**config.mk**
```make
export PLATFORM = sky130hd
export DESIGN_NAME = rv32i_instr_encoder
export DESIGN_NICKNAME = d
export VERILOG_FILES = /design/src/rtl/rv32i_pkg.sv /design/src/rtl/rv32i_imm_pack.sv /design/src/rtl/rv32i_instr_encoder.sv
export SDC_FILE = /design/constraint.sdc
export NUM_CORES = 1
export LEC_CHECK = 0
export CAP_MARGIN = 10
export CORE_UTILIZATION = 42
export CTS_BUF_LIST = sky130_fd_sc_hd__clkbuf_16
export DETAILED_ROUTE_END_ITERATION = 7
export PLACE_DENSITY = 0.72
export SYNTH_ARGS = -nofsm -noshare
export SYNTH_HDL_FRONTEND = slang
export SYNTH_SLANG_ARGS = --single-unit
```
**constraint.sdc**
```tcl
create_clock -name clk -period 1.9 [get_ports clk]
set_input_delay 0.38 -clock clk [delete_from_list [all_inputs] [get_ports clk]]
set_output_delay 0.38 -clock clk [all_outputs]
set_load 0.05 [all_outputs]
```
**src/rtl/rv32i_pkg.sv**
```systemverilog
// Shared types for the RV32I instruction encoder: format codes, opcode constants,
// the input descriptor layout and the skid-buffer occupancy states.
package rv32i_pkg;

   typedef enum logic [2:0] {
      FMT_I = 3'b000,
      FMT_S = 3'b001,
      FMT_B = 3'b010,
      FMT_U = 3'b011,
      FMT_J = 3'b100,
      FMT_R = 3'b101
   } fmt_e;

   localparam logic [6:0] OP_R      = 7'b0110011;
   localparam logic [6:0] OP_IMM    = 7'b0010011;
   localparam logic [6:0] OP_LOAD   = 7'b0000011;
   localparam logic [6:0] OP_STORE  = 7'b0100011;
   localparam logic [6:0] OP_BRANCH = 7'b1100011;
   localparam logic [6:0] OP_JAL    = 7'b1101111;
   localparam logic [6:0] OP_JALR   = 7'b1100111;
   localparam logic [6:0] OP_LUI    = 7'b0110111;
   localparam logic [6:0] OP_AUIPC  = 7'b0010111;

   // fmt is kept as raw bits so the illegal codes 110/111 can be carried and flagged.
   typedef struct packed {
      logic [2:0]  fmt;
      logic [6:0]  opcode;
      logic [2:0]  funct3;
      logic [6:0]  funct7;
      logic [4:0]  rd;
      logic [4:0]  rs1;
      logic [4:0]  rs2;
      logic [31:0] imm;
   } instr_desc_t;

   typedef enum logic [1:0] {
      ST_EMPTY = 2'd0,
      ST_ONE   = 2'd1,
      ST_TWO   = 2'd2
   } buf_state_e;

   // True when v is representable as a signed value of the given bit width.
   function automatic logic fits_signed(input logic [31:0] v, input int unsigned bits);
      logic [31:0] sh;
      sh = $unsigned($signed(v) >>> (bits - 1));
      return (sh == '0) || (sh == '1);
   endfunction

endpackage

```
**src/rtl/rv32i_imm_pack.sv**
```systemverilog
// Combinational descriptor -> 32-bit RV32I word packer with illegal-descriptor flag.
// Defining IMM_RANGE_CHECK_EN also flags immediates that do not fit their format.
module rv32i_imm_pack
   import rv32i_pkg::*;
(
   input  instr_desc_t desc,
   output logic [31:0] instr,
   output logic        illegal
);

`ifdef IMM_RANGE_CHECK_EN
   localparam logic RANGE_CHECK = 1'b1;
`else
   localparam logic RANGE_CHECK = 1'b0;
`endif

   logic        is_shift;
   logic        fmt_bad;
   logic        imm_bad;
   logic [31:0] imm;

   assign imm      = desc.imm;
   assign is_shift = (desc.opcode == OP_IMM) &&
                     ((desc.funct3 == 3'b001) || (desc.funct3 == 3'b101));

   always_comb begin
      instr   = '0;
      fmt_bad = 1'b0;
      imm_bad = 1'b0;
      case (desc.fmt)
         FMT_R: instr = {desc.funct7, desc.rs2, desc.rs1, desc.funct3, desc.rd, desc.opcode};
         FMT_I: begin
            if (is_shift) begin
               instr   = {desc.funct7, imm[4:0], desc.rs1, desc.funct3, desc.rd, desc.opcode};
               imm_bad = (imm[31:5] != '0);
            end else begin
               instr   = {imm[11:0], desc.rs1, desc.funct3, desc.rd, desc.opcode};
               imm_bad = !fits_signed(imm, 12);
            end
         end
         FMT_S: begin
            instr   = {imm[11:5], desc.rs2, desc.rs1, desc.funct3, imm[4:0], desc.opcode};
            imm_bad = !fits_signed(imm, 12);
         end
         FMT_B: begin
            instr   = {imm[12], imm[10:5], desc.rs2, desc.rs1, desc.funct3,
                       imm[4:1], imm[11], desc.opcode};
            imm_bad = !fits_signed(imm, 13) || imm[0];
         end
         FMT_U: begin
            instr   = {imm[31:12], desc.rd, desc.opcode};
            imm_bad = (imm[11:0] != '0);
         end
         FMT_J: begin
            instr   = {imm[20], imm[10:1], imm[11], imm[19:12], desc.rd, desc.opcode};
            imm_bad = !fits_signed(imm, 21) || imm[0];
         end
         default: fmt_bad = 1'b1;
      endcase
      illegal = fmt_bad | (RANGE_CHECK & imm_bad);
   end

endmodule

```
**src/rtl/rv32i_instr_encoder.sv**
```systemverilog
// RV32I instruction encoder: packs descriptors into words, tags each with a byte address
// and streams them through a 2-entry skid buffer. Optional IMM_RANGE_CHECK_EN (see packer).
module rv32i_instr_encoder
   import rv32i_pkg::*;
#(
   parameter int                ADDR_W     = 32,
   parameter logic [ADDR_W-1:0] RESET_ADDR = '0,
   parameter int                CNT_W      = 16
) (
   input  logic              clk,
   input  logic              rst_n,
   input  logic              in_valid,
   output logic              in_ready,
   input  logic [2:0]        in_fmt,
   input  logic [6:0]        in_opcode,
   input  logic [2:0]        in_funct3,
   input  logic [6:0]        in_funct7,
   input  logic [4:0]        in_rd,
   input  logic [4:0]        in_rs1,
   input  logic [4:0]        in_rs2,
   input  logic [31:0]       in_imm,
   input  logic              addr_load,
   input  logic [ADDR_W-1:0] addr_base,
   output logic              out_valid,
   input  logic              out_ready,
   output logic [31:0]       out_instr,
   output logic [ADDR_W-1:0] out_addr,
   output logic              out_err,
   output logic              err_sticky,
   output logic [CNT_W-1:0]  instr_cnt
);

   instr_desc_t       desc;
   logic [31:0]       enc_instr;
   logic              enc_illegal;

   buf_state_e        state_reg, state_next;
   logic              in_ready_reg;
   logic [31:0]       head_instr_reg, spare_instr_reg;
   logic [ADDR_W-1:0] head_addr_reg, spare_addr_reg;
   logic              head_err_reg, spare_err_reg;
   logic [ADDR_W-1:0] addr_ctr_reg, push_addr;
   logic              err_sticky_reg;
   logic [CNT_W-1:0]  cnt_reg;

   logic              push, pop;
   logic              load_head, load_spare, head_from_spare;

   assign desc = '{fmt: in_fmt, opcode: in_opcode, funct3: in_funct3, funct7: in_funct7,
                   rd: in_rd, rs1: in_rs1, rs2: in_rs2, imm: in_imm};

   rv32i_imm_pack u_pack (
      .desc    (desc),
      .instr   (enc_instr),
      .illegal (enc_illegal)
   );

   assign out_valid  = (state_reg != ST_EMPTY);
   assign in_ready   = in_ready_reg;
   assign out_instr  = head_instr_reg;
   assign out_addr   = head_addr_reg;
   assign out_err    = head_err_reg;
   assign err_sticky = err_sticky_reg;
   assign instr_cnt  = cnt_reg;

   assign push      = in_valid && in_ready_reg;
   assign pop       = out_valid && out_ready;
   // A coincident addr_load overrides the counter for the word being pushed.
   assign push_addr = addr_load ? addr_base : addr_ctr_reg;

   always_comb begin
      state_next      = state_reg;
      load_head       = 1'b0;
      load_spare      = 1'b0;
      head_from_spare = 1'b0;
      case (state_reg)
         ST_EMPTY: if (push) begin
            state_next = ST_ONE;
            load_head  = 1'b1;
         end
         ST_ONE: begin
            if (push && !pop) begin
               state_next = ST_TWO;
               load_spare = 1'b1;
            end else if (pop && !push) begin
               state_next = ST_EMPTY;
            end else if (push && pop) begin
               load_head  = 1'b1;
            end
         end
         ST_TWO: if (pop) begin
            state_next      = ST_ONE;
            head_from_spare = 1'b1;
         end
         default: state_next = ST_EMPTY;
      endcase
   end

   always_ff @(posedge clk or negedge rst_n) begin
      if (!rst_n) begin
         state_reg       <= ST_EMPTY;
         in_ready_reg    <= 1'b1;
         head_instr_reg  <= '0;
         head_addr_reg   <= RESET_ADDR;
         head_err_reg    <= 1'b0;
         spare_instr_reg <= '0;
         spare_addr_reg  <= RESET_ADDR;
         spare_err_reg   <= 1'b0;
         addr_ctr_reg    <= RESET_ADDR;
         err_sticky_reg  <= 1'b0;
         cnt_reg         <= '0;
      end else begin
         state_reg    <= state_next;
         in_ready_reg <= (state_next != ST_TWO);
         if (load_head) begin
            head_instr_reg <= enc_instr;
            head_addr_reg  <= push_addr;
            head_err_reg   <= enc_illegal;
         end else if (head_from_spare) begin
            head_instr_reg <= spare_instr_reg;
            head_addr_reg  <= spare_addr_reg;
            head_err_reg   <= spare_err_reg;
         end
         if (load_spare) begin
            spare_instr_reg <= enc_instr;
            spare_addr_reg  <= push_addr;
            spare_err_reg   <= enc_illegal;
         end
         addr_ctr_reg <= push ? push_addr + ADDR_W'(4) : push_addr;
         if (push && enc_illegal)
            err_sticky_reg <= 1'b1;
         if (pop)
            cnt_reg <= cnt_reg + 1'b1;
      end
   end

endmodule
```
* After elaboration in Yosys (flattened, before gate mapping) *
Index checks and enable logic that the tools add are counted.

storage, ports and cells
  bits in registers = 182
  input bits = 104
  output and inout port bits = 84
  word-level logic and storage cells = 64

cells by class
  $add $sub $neg = 2
  equality and inequality tests = 11
  mux-type cells = 25
  reduce and logical (&&, ||, !) cells = 15

operator list
  cell                                            count
  two-way mux 32 bit                              7
  one-hot mux 32 bit (6 select lines)             1
  adder 32 x 3 -> 32 bit (second input constant)  1
  adder 16 x 1 -> 16 bit (second input constant)  1
  two-way mux 1 bit                               11
  == test 3 bit (second input constant)           3
  two-way mux 2 bit                               4
  == test 7 x 5 -> 1 bit (second input constant)  1
  logical AND 1 bit                               7
  == test 3 x 1 -> 1 bit (second input constant)  2
  == test 3 x 2 -> 1 bit (second input constant)  2
  one-hot mux 2 bit (3 select lines)              1
  OR reduction 6 bit                              1
  nonzero test 2 bit                              2
  zero test 3 bit                                 1
  == test 2 x 1 -> 1 bit (second input constant)  1
  == test 2 bit (second input constant)           1
  zero test 1 bit                                 2
  zero test 2 bit                                 1
  inequality test 2 bit (second input constant)   1
  one-hot mux 1 bit (2 select lines)              1
  logical OR 1 bit                                1

* Logic depth before layout (Yosys ltp) *
  word-level depth = 8
  gate-level depth with buffers = 12
  gate-level depth less buffers = 8

* Cells and area by module *
A second synthesis with hierarchy kept.

second synthesis, totals
  cell total of the unflattened synthesis = 865
  area, all modules = 9110.0 um2

modules (own cells, without submodules)
  module               times used  cells each  area each (um2)  sequential area each (um2)
  rv32i_instr_encoder  1           693         7926.4           4555.6
  rv32i_imm_pack       1           172         1183.6           0.0

* Worst setup path before layout *
No wires, ideal clock.

  kind = in2reg
  from = input port addr_load
  to = register addr_ctr_reg[30]
  library setup time = 0.080 ns
  data arrival time = 2.501 ns
  required time = 1.820 ns
  setup slack = -0.681 ns
  stages on the path = 12
  buffers on the path = 4
  cells stage by stage = buf_6 buf_4 buf_2 buf_2 mux2i_1 inv_1 ha_1 nand3_1 a221oi_2 nand4_2 nor4b_2 xnor2_1

on the way
  longest elaborated chain between the ends = 3

ends and longest elaborated chain
  what                    line                        source
  from (decl)             rv32i_instr_encoder.sv:22   input logic addr_load,
  two-way mux 32 bit      rv32i_instr_encoder.sv:69   assign push_addr = addr_load ? addr_base : addr_ctr_reg;
  via push_addr[3]        rv32i_instr_encoder.sv:42   logic [ADDR_W-1:0] addr_ctr_reg, push_addr;
  adder 32 x 3 -> 32 bit  rv32i_instr_encoder.sv:129  addr_ctr_reg <= push ? push_addr + ADDR_W'(4) : push_addr;
  two-way mux 32 bit      rv32i_instr_encoder.sv:129
  to (signal assigned)    rv32i_instr_encoder.sv:129
  to (decl)               rv32i_instr_encoder.sv:42

The timed path passes the listed nets, and every way through them passes these cells.
A chain may end at the register's enable or synchronous reset.

* Worst setup path in the final report *
  from = register in_ready_reg, in the netlist in_ready
  to = register addr_ctr_reg[29]

on the way
  longest elaborated chain between the ends = 2

ends and longest elaborated chain
  what                    line                        source
  from (decl)             rv32i_instr_encoder.sv:38   logic in_ready_reg;
  from (signal assigned)  rv32i_instr_encoder.sv:114  in_ready_reg <= (state_next != ST_TWO);
  logical AND 1 bit       rv32i_instr_encoder.sv:66   assign push = in_valid && in_ready_reg;
  two-way mux 32 bit      rv32i_instr_encoder.sv:129

No other way between the ends.

==> results.tsv <==
metric	value	unit
run status	completed	
largest net degree at the start of global routing	59	
Tcrit/Tclk final	99.4	%
fraction of layout cells with a size suffix above 1	26.0	%
CTS Root Cell	clkbuf_16	
Synth Area in Adders	0.286	%
endpoints failing setup	0	
syn_area_per_cell	10.2	sq um
DP Worst Slack	-0.660	ns
main combinational cell family by area after synthesis	compound AO/OA/AOI/OAI gates	
crit end category	register	
first-pass iteration count of the detailed router	5	
WS Path Type	register to register	
Top Family by Delay on Critical Path	compound AO/OA/AOI/OAI gates	
port bufs	187	
PD cells	1400	nW/um^2
GR Layer Usage met3	4.19	%
CP bufs+invs	0	
RSZ-0062 raised after global routing	true	
relative slew slack	53.9	%
# fillers	1667	
Final Hold Fails	0	
post-synth cell types	61	
Horiz. Die Dim	146	microns
worst min-delay path class	input port to register	
async set-reset flop share out of synthesis	100	%
met1 usage	31.2	%
Syn Nets	963	
YS warnings	0	
Pleak	5.93	nW
post-DP HPWL	17.3	mm
grt ovf	0	
ant diodes	0	
fin nets	1260	
CTS sink cnt	182	
number of synthesized flops with an enable pin	0	
CP max FO	6	
grt peak-use layer	met2	
WP data required	2.25	ns
IR drop worst, VDD	0.733	mV
CORE AREA	20400	sq um
GR met2 Demand/Resource	37.7	%
#FFs+latches synth	182	
die area	21400	sq um
Post-Syn Area	8760	sq um
Clock Skew	0.00832	ns
crit path DAT	2.24	ns
# rows	52	
post-route cell area	12600	sq um
worst-margin pin slew	0.690	ns
post-route minimum period	1.89	ns
initial antenna violation count	0	
drt initial violations	557	
Max Fclk	529	MHz
Initial Util	43.0	%
mux cell area share after synthesis	7.27	%
RePlAce Congestion	0.884	
Synth Area in Compound Gates	16.9	%
Critical Path Max Stage Delay	0.65	ns
max-slew violations	0	
Area Growth Syn to Fin	44.0	%
synthesized instance count	857	
crit-path cells	nand2_4, a211o_4, a2111o_1, nor3b_2, xnor2_1	
Seq/Total Area, Yosys	52.0	%
XOR/XNOR Fraction of Synth Area	4.20	%
number of buffers created by CTS	17	
Avg WL per Cell	16.8	microns
num ports	188	
Die Y	146	microns
GRT Total Usage	22.9	%
post-synthesis simple-gate area fraction	15.9	%
Longest Clk Path Bufs	2	
Via-to-Cell Ratio	5.28	
vias in the first global route	7417	
DR DRC count	0	
Placed Area	11900	sq um
Worst-Skew Late Latency	0.43	ns
first-pass GRT wire length	39.0	mm
Max-Cap Viols	0	
final setup margin	0.0110	ns
Primary FF master, synth	dfrtp_1	
htree depth	4	
Antenna Violating Nets Remaining	0	
CTS tree	built	
Routed WL	24.1	mm
Reg clk slew, reported paths	0.07	ns
CP startpoint kind	register	
Slowest-stage cell, CP	dfstp_4	
via count	7582	
## logic make-up (layout without fill, tap and decap cells)
logic type	after synthesis	in the layout
flip-flops	182	182
buffers and inverters	73	381
AND/OR/NAND/NOR	294	295
XOR/XNOR	42	42
multiplexers	61	61
adder cells (fa/ha/maj)	2	2
AO/OA/AOI/OAI	203	203
## Yosys cell counts (2+ instances only)
cell	n	share of area (%)
nor3b_1	4	0.34
a21o_1	10	0.86
mux2i_1	40	4.6
o22ai_1	6	0.43
o21ai_0	26	1.5
or2_2	8	0.57
nor3_1	3	0.17
xnor2_1	28	2.8
nor2_1	89	3.8
mux2_2	21	2.7
xor2_1	14	1.4
and3_1	6	0.43
nand4_1	8	0.57
buf_1	6	0.26
nand3b_1	7	0.60
clkbuf_1	34	1.5
a22oi_1	14	1.2
a222oi_1	21	2.4
a221o_1	27	3.1
inv_1	20	0.86
a2111oi_2	2	0.34
a21oi_1	53	3.0
dfrtp_1	181	52
a211oi_1	14	1.2
nand2_1	117	5.0
o31ai_1	5	0.43
buf_2	9	0.51
o22a_1	8	0.80
nor4b_1	2	0.20
and4_1	2	0.20
o21a_1	2	0.17
buf_6	2	0.26
o21bai_1	3	0.26
and2_1	4	0.29
ha_1	2	0.29
a31oi_1	3	0.21
nand3_1	17	0.97
nor2b_1	13	0.93
nand2b_1	4	0.29
## cell type report
type | count | area [sq um] | share of cell area (%)
clock buffer | 17 | 425 | 3.37
multi-input combinational | 603 | 4100 | 32.5
inverter | 20 | 75.1 | 0.595
sequential | 182 | 4560 | 36.2
timing repair buffer | 330 | 2950 | 23.4
tap | 270 | 338 | 2.68
clock inverter | 14 | 175 | 1.39
## power breakdown
| group | switching [mW] | internal [mW] | total [mW] | leakage [nW] |
|---|---|---|---|---|
| Sequential | 0.936 | 5.35 | 6.28 | 2.23 |
| Combinational | 4.82 | 2.87 | 7.69 | 3.41 |
| Clock | 1.56 | 2.08 | 3.64 | 0.288 |
| Total | 7.32 | 10.3 | 17.6 | 5.93 |
## routing by layer
layer	vias to the layer above	wire length, microns
li1	3673	-
met1	3647	10800
met3	21	1400
met4	0	289
met5	-	0
met2	241	11600
## timing repair
item,in CTS,in global routing
buffers inserted,3,2
pin swaps,9,18
cloned,0,1
hold buffers,1,0
gates resized for setup,37,21
endpoints found under the hold margin,51,0
setup endpoints to repair,41,76
## cell usage in the layout (no fill, tap or decap), types with 10 or more instances in the layout
cell	Yosys	final
a211oi_1	14	13
a21o_1	10	10
a21oi_1	53	50
a221o_1	27	27
a222oi_1	21	21
a22oi_1	14	14
buf_12	0	13
buf_4	1	190
clkbuf_16	0	17
clkdlybuf4s50_1	0	90
dfrtp_1	181	180
dlygate4sd2_1	0	24
inv_1	20	21
mux2_2	21	20
mux2i_1	40	39
nand2_1	117	114
nand3_1	17	16
nor2_1	89	83
nor2b_1	13	13
o21ai_0	26	24
xnor2_1	28	28
xor2_1	14	14
## per-stage QoR
step	hold WS, ns	instances	setup TNS, ns	total power [mW]	utilization (%)
global placement	0.406	1398	-44.92	13.9	58.2
detailed placement	0.411	1398	-44.85	14.1	58.2
global route	0.334	1436	-0.192	18.6	62.0
CTS	0.422	1433	-0.0161	17.7	61.5
floorplan	0.0844	857	-3.30	11.1	-
finish	0.276	1436	0	17.6	62.0
## worst reg2reg max path: cells and delay by family, from the launching register on
kind	cells	cell delay, ns
AOI/OAI and AO/OA	2	0.73
xor gates and xnor gates	1	0.13
DFF	1	0.65
and+or+nand+nor	2	0.31
## final timing paths
kind,start,end,slack (ns),cells after the start
hold / removal,in_opcode[1],spare_instr_reg[1],0.28,3
min in group asynchronous,rst_n,out_addr[10],0.50,2
setup / recovery,in_ready,addr_ctr_reg[29],0.01,5
max in group asynchronous,rst_n,spare_addr_reg[28],0.79,3
setup reg to reg,in_ready,addr_ctr_reg[29],0.01,5
hold reg to reg,err_sticky,err_sticky,0.48,1
No activity file was read; power rests on OpenSTA's default activity.
